**src/rtl/pattern_pkg.sv**
```systemverilog
// Shared pattern definitions for the pattern transmitter and detector.
// Holds FSM encodings, fixed pattern words and source select codes.
package pattern_pkg;

  typedef enum logic [1:0] {
    IDLE  = 2'd0,
    SHIFT = 2'd1,
    GAP   = 2'd2,
    DONE  = 2'd3
  } state_t;

  typedef enum logic [1:0] {
    SEL_NONE = 2'b00,
    SEL_P4   = 2'b01,
    SEL_P5   = 2'b10,
    SEL_USER = 2'b11
  } sel_t;

  localparam logic [7:0] P4_WORD = 8'b0000_0100;
  localparam logic [3:0] P4_LEN  = 4'd4;
  localparam logic [7:0] P5_WORD = 8'b0000_0010;
  localparam logic [3:0] P5_LEN  = 4'd5;
  localparam logic [3:0] MAX_LEN = 4'd8;

  function automatic logic [3:0] clamp_len(
    input logic [3:0] l
  );
    if (l == 4'd0 || l > MAX_LEN)
      return MAX_LEN;
    return l;
  endfunction

endpackage

```
**src/rtl/piso_shift.sv**
```systemverilog
// 8-bit parallel-load shift register, LSB first.
// Load wins over shift; lsb is the next bit to send.
module piso_shift (
  input  logic       clk,
  input  logic       reset,
  input  logic       load,
  input  logic       shift,
  input  logic [7:0] din,
  output logic       lsb
);

  logic [7:0] q;

  always_ff @(posedge clk) begin
    if (!reset)
      q <= '0;
    else if (load)
      q <= din;
    else if (shift)
      q <= {1'b0, q[7:1]};
  end

  assign lsb = q[0];

endmodule

```
**src/rtl/pattern_tx.sv**
```systemverilog
// Serial pattern transmitter: P4, P5 or a user word, LSB first,
// followed by an idle gap and a one-cycle done pulse.
module pattern_tx
  import pattern_pkg::*;
#(
  parameter int   GAP_BITS = 2,
  parameter logic IDLE_BIT = 1'b1
) (
  input  logic       clk,
  input  logic       reset,
  input  logic       start,
  input  logic [1:0] sel,
  input  logic [7:0] data,
  input  logic [3:0] len,
  output logic       sout,
  output logic       busy,
  output logic       done
);

  localparam int GW =
    (GAP_BITS > 1) ? $clog2(GAP_BITS) : 1;
  localparam logic [GW-1:0] GAP_INIT =
    GW'((GAP_BITS > 0) ? GAP_BITS - 1 : 0);

  state_t        state_q, state_n;
  logic [3:0]    cnt_q, cnt_n;
  logic [GW-1:0] gcnt_q, gcnt_n;
  logic          sout_n, busy_n, done_n;
  logic          load, shift, lsb;
  logic [7:0]    din;
  logic [7:0]    word;
  logic [3:0]    wlen;

  always_comb begin
    word = '0;
    wlen = '0;
    unique case (1'b1)
      (sel == SEL_NONE): begin
        word = '0;
        wlen = '0;
      end
      (sel == SEL_P4): begin
        word = P4_WORD;
        wlen = P4_LEN;
      end
      (sel == SEL_P5): begin
        word = P5_WORD;
        wlen = P5_LEN;
      end
      (sel == SEL_USER): begin
        word = data;
        wlen = clamp_len(len);
      end
    endcase
  end

  // Bit 0 goes straight to sout; the rest
  // are loaded for later shifting.
  always_comb begin
    state_n = state_q;
    cnt_n   = cnt_q;
    gcnt_n  = gcnt_q;
    sout_n  = IDLE_BIT;
    load    = 1'b0;
    shift   = 1'b0;
    din     = '0;
    case (state_q)
      IDLE: begin
        if (start && sel != SEL_NONE) begin
          load    = 1'b1;
          din     = {1'b0, word[7:1]};
          sout_n  = word[0];
          cnt_n   = wlen - 4'd1;
          state_n = SHIFT;
        end
      end
      SHIFT: begin
        if (cnt_q == 4'd0) begin
          gcnt_n  = GAP_INIT;
          state_n = (GAP_BITS > 0) ? GAP : DONE;
        end else begin
          shift  = 1'b1;
          sout_n = lsb;
          cnt_n  = cnt_q - 4'd1;
        end
      end
      GAP: begin
        if (gcnt_q == '0)
          state_n = DONE;
        else
          gcnt_n = gcnt_q - 1'b1;
      end
      DONE: begin
        state_n = IDLE;
      end
      default: begin
        state_n = IDLE;
      end
    endcase
    busy_n = (state_n == SHIFT) ||
             (state_n == GAP);
    done_n = (state_n == DONE);
  end

  always_ff @(posedge clk) begin
    if (!reset) begin
      state_q <= IDLE;
      cnt_q   <= '0;
      gcnt_q  <= '0;
      sout    <= IDLE_BIT;
      busy    <= 1'b0;
      done    <= 1'b0;
    end else begin
      state_q <= state_n;
      cnt_q   <= cnt_n;
      gcnt_q  <= gcnt_n;
      sout    <= sout_n;
      busy    <= busy_n;
      done    <= done_n;
    end
  end

  piso_shift u_piso (
    .clk   (clk),
    .reset (reset),
    .load  (load),
    .shift (shift),
    .din   (din),
    .lsb   (lsb)
  );

endmodule

```
**config.mk**
```make
export PLATFORM = sky130hd
export DESIGN_NAME = pattern_tx
export DESIGN_NICKNAME = d
export VERILOG_FILES = /design/src/rtl/pattern_pkg.sv /design/src/rtl/piso_shift.sv /design/src/rtl/pattern_tx.sv
export SDC_FILE = /design/constraint.sdc
export NUM_CORES = 1
export LEC_CHECK = 0
export ABC_AREA = 1
export CAP_MARGIN = 20
export CORE_ASPECT_RATIO = 1.4
export CORE_MARGIN = 1
export CORE_UTILIZATION = 40
export DETAILED_ROUTE_END_ITERATION = 10
export PLACE_DENSITY = 0.63
export SETUP_SLACK_MARGIN = 0.3
export SLEW_MARGIN = 30
export SYNTH_ARGS = -nofsm -noshare
export SYNTH_HDL_FRONTEND = slang
export SYNTH_SLANG_ARGS = --single-unit
```
**constraint.sdc**
```tcl
create_clock -name clk -period 2.2 [get_ports clk]
set_clock_uncertainty 0.2 [all_clocks]
set_input_delay 0.66 -clock clk [delete_from_list [all_inputs] [get_ports clk]]
set_output_delay 0.66 -clock clk [all_outputs]
set_load 0.005 [all_outputs]
```
==> summary.md <==
| Metric | Value |
|---|---|
| First-pass GRT wire length | 3.48 mm |
| Cell area after synthesis | 972 um2 |
| Worst Setup Slack, final | 0.332 ns |
| Number of distinct library cells after synthesis | 27 |
| Vias after detailed routing | 928 |
| Total routed wirelength | 2.12 mm |
| H-tree levels | 1 |
| Worst setup path class | in -> reg |
| Total of warnings raised by yosys | 0 |
| Synth Area per Inst | 7.90 um2 |
| Number of iterations in the first detailed-routing pass | 7 |
| Drt initial violations | 22 |
| Static leakage power | 0.642 nW |
| Number of core rows | 20 |
| HPWL after DPL | 1.57 mm |
| CP Data Required Time | 2.19 ns |
| Number of input and output port buffers inserted | 19 |
| Unrepaired setup endpoints after global routing | true |
| Max Fanout on Critical Path | 2 |
| FF+latch count, synth | 17 |
| Top library cells by usage in the layout, fill and taps aside | sky130_fd_sc_hd__nand2_1, sky130_fd_sc_hd__dfxtp_1, sky130_fd_sc_hd__buf_4, sky130_fd_sc_hd__inv_1, sky130_fd_sc_hd__clkdlybuf4s50_1 |
| Final antenna-violating net count | 0 |
| Placement-stage worst setup slack | -0.234 ns |
| Number of nets in the final layout | 184 |
| Pin count of the biggest net entering global routing | 13 |
| Worst voltage drop across the vdd grid | 0.447 mV |
| Diodes inserted | 0 |
| Max Slew Vio Count | 0 |
| Post-detailed-route via-to-cell ratio | 4.99 |
| Total overflow reported by the global router | 0 |
| Count of max-cap constraint violations | 0 |
| Critical Path Sink Type | flop |
| Maximum frequency from static timing analysis | 0.535 GHz |
| Placer Congestion | 0.779 |
| Number of buffers inserted by hold repair at cts | 0 |
| Normalized max-slew margin | 78.1% |
| Violations in the final reports | DRC |
| Fraction of post-synthesis cell area in the top cell type by area | 35.0% |
| Synth top area cells | sky130_fd_sc_hd__dfxtp_1, sky130_fd_sc_hd__nand2_1, sky130_fd_sc_hd__o21ai_0, sky130_fd_sc_hd__inv_1, sky130_fd_sc_hd__a21oi_2 |
| Clock latency on the worst-skew pair | 0.29 ns |
| R2r setup slk | 0.46 ns |
| Hold Crit Class | reg -> reg |
| Worst Reg2Reg Path Length in Cells | 9 |
| Final critical delay including setup and external delays | 1.87 ns |
| Via count of the first global-routing pass | 872 |
| Number of antenna violations at the first check in global routing | 0 |
| Kind of launch point of the worst setup path | input pin |
| PnR Total Power | 1.04 mW |
| Full die area | 0.00263 mm2 |
| Data arrival time of the worst path | 1.86 ns |
| CTS sink cnt | 17 |
| Wire length per cell | 11.4 um |
| Endpoints failing hold | 0 |
| Synth-to-Final Area Change | 44.4% |
| Post-synth net total | 142 |
| CTS tree | done |
| Status | finished with violations |
| Number of design rule violations left after detail routing | 5 |
| Effective utilization at floorplan | 43.7% |
| Number of buffers added by the clock tree synthesis step | 3 |
| Library cell used as clock root buffer | sky130_fd_sc_hd__clkbuf_4 |
| GR Util All Layers | 18.1% |
| Synth area leader | sky130_fd_sc_hd__dfxtp_1 |
| Fraction of final layout cells with drive strength greater than 1 | 36.0% |
| Count of boundary I/O pins | 20 |
| Die Span Y | 60.3 um |
| Post-synthesis cell count | 123 |
| Most common library cell in the layout ignoring fill and taps | sky130_fd_sc_hd__nand2_1 |
| Ratio of final minimum period to clock period | 84.9% |
| Largest buffer count on any clock path | 2 |
| Fraction of the yosys area taken by sequential cells | 35.0% |
| Width of the die | 43.7 um |
| Placeable core area | 0.00223 mm2 |
| Setup violations, final | 0 |
| Worst-path clk slew | 0.09 ns |
| Number of cells traversed by the worst hold path | 2 |
| Slew @ Worst Pin | 0.328 ns |
| Power density cells | 741 mW/mm2 |
[state kept, by name (all words and copies together) (netlist names)]
register and count:
u_piso.q 7, state_q 2, cnt_q 4, gcnt_q 1, done 1, busy 1
sout 1
[cells by family (layout without fill, tap and decap cells)]
kind of cell               Yosys count  count (layout)  share of synthesized area, %
buffers and inverters               22              63                          11.3
DFF                                 17              17                          35.0
and+or+nand+nor                     46              46                          26.0
adders and majority gates            2               2                          2.57
AOI/OAI and AO/OA                   36              36                          25.1
[critical path: stages]
cell and delay [ns]:
sky130_fd_sc_hd__clkdlybuf4s50_1 0.41, sky130_fd_sc_hd__nand2_2 0.08, sky130_fd_sc_hd__nand2_2 0.06, sky130_fd_sc_hd__a21oi_4 0.18, sky130_fd_sc_hd__ha_4 0.16, sky130_fd_sc_hd__inv_1 0.04, sky130_fd_sc_hd__nand4_1 0.10, sky130_fd_sc_hd__nand3_2 0.08
sky130_fd_sc_hd__nand3_2 0.06, sky130_fd_sc_hd__inv_2 0.03
[per-layer routing]
metal  vias to the layer above  global-route usage, %  part of all wire (%)
met5                         -                      0                     0
li1                        490                      -                     -
met3                         2                   2.98                   4.7
met2                        21                   32.8                    52
met4                         0                   9.38                  0.90
met1                       415                   19.9                    42
[stage by stage]
stage	hold slack (ns)	area, um2	utilization [%]	cells	setup TNS [ns]
6_report	0.274	1400	63.0	186	0
5_1_grt	0.283	1400	63.0	186	0
4_1_cts	0.277	1310	58.7	178	0
3_5_place_dp	0.262	1260	56.8	174	-1.15
3_3_place_gp	0.254	1260	56.8	174	-0.744
2_1_floorplan	0.236	972	-	123	0
[power by group]
group | switching (mW) | internal (mW)
Sequential | 0.0336 | 0.364
Clock | 0.0945 | 0.0676
Combinational | 0.248 | 0.232
[final cells by class]
type                    instances  area (um2)
well taps                      22        27.5
fillers                       210         823
flip-flops and latches         17         340
clock buffers                   3        22.5
repair buffers                 39         360
inverters                      20        82.6
multi-input cells              84         566
clock inverters                 1        5.00
[repair_timing]
item / in CTS / in global routing
setup buffers: 0 / 8
setup endpoints to repair: 14 / 7
resized for setup: 11 / 12
pin swaps: 0 / 9
[final timing paths]
check,startpoint,endpoint
max reg2reg,state_q[0]$_SDFF_PN0_,cnt_q[2]$_SDFFE_PN0P_
min reg2reg,cnt_q[3]$_SDFFE_PN0P_,cnt_q[3]$_SDFFE_PN0P_
min,cnt_q[3]$_SDFFE_PN0P_,cnt_q[3]$_SDFFE_PN0P_
max,len[0],cnt_q[2]$_SDFFE_PN0P_
[cells in the mapped netlist (all sizes together)]
library cell,count
o22ai,1
o21ai,18
nor2,3
buf,2
a22oi,1
dfxtp,17
and2,1
clkinv,1
o2111ai,1
a21oi,15
nand3,11
ha,2
inv,19
nand4,2
nand2,29
Note: power is estimated with default switching activity, not from simulation.
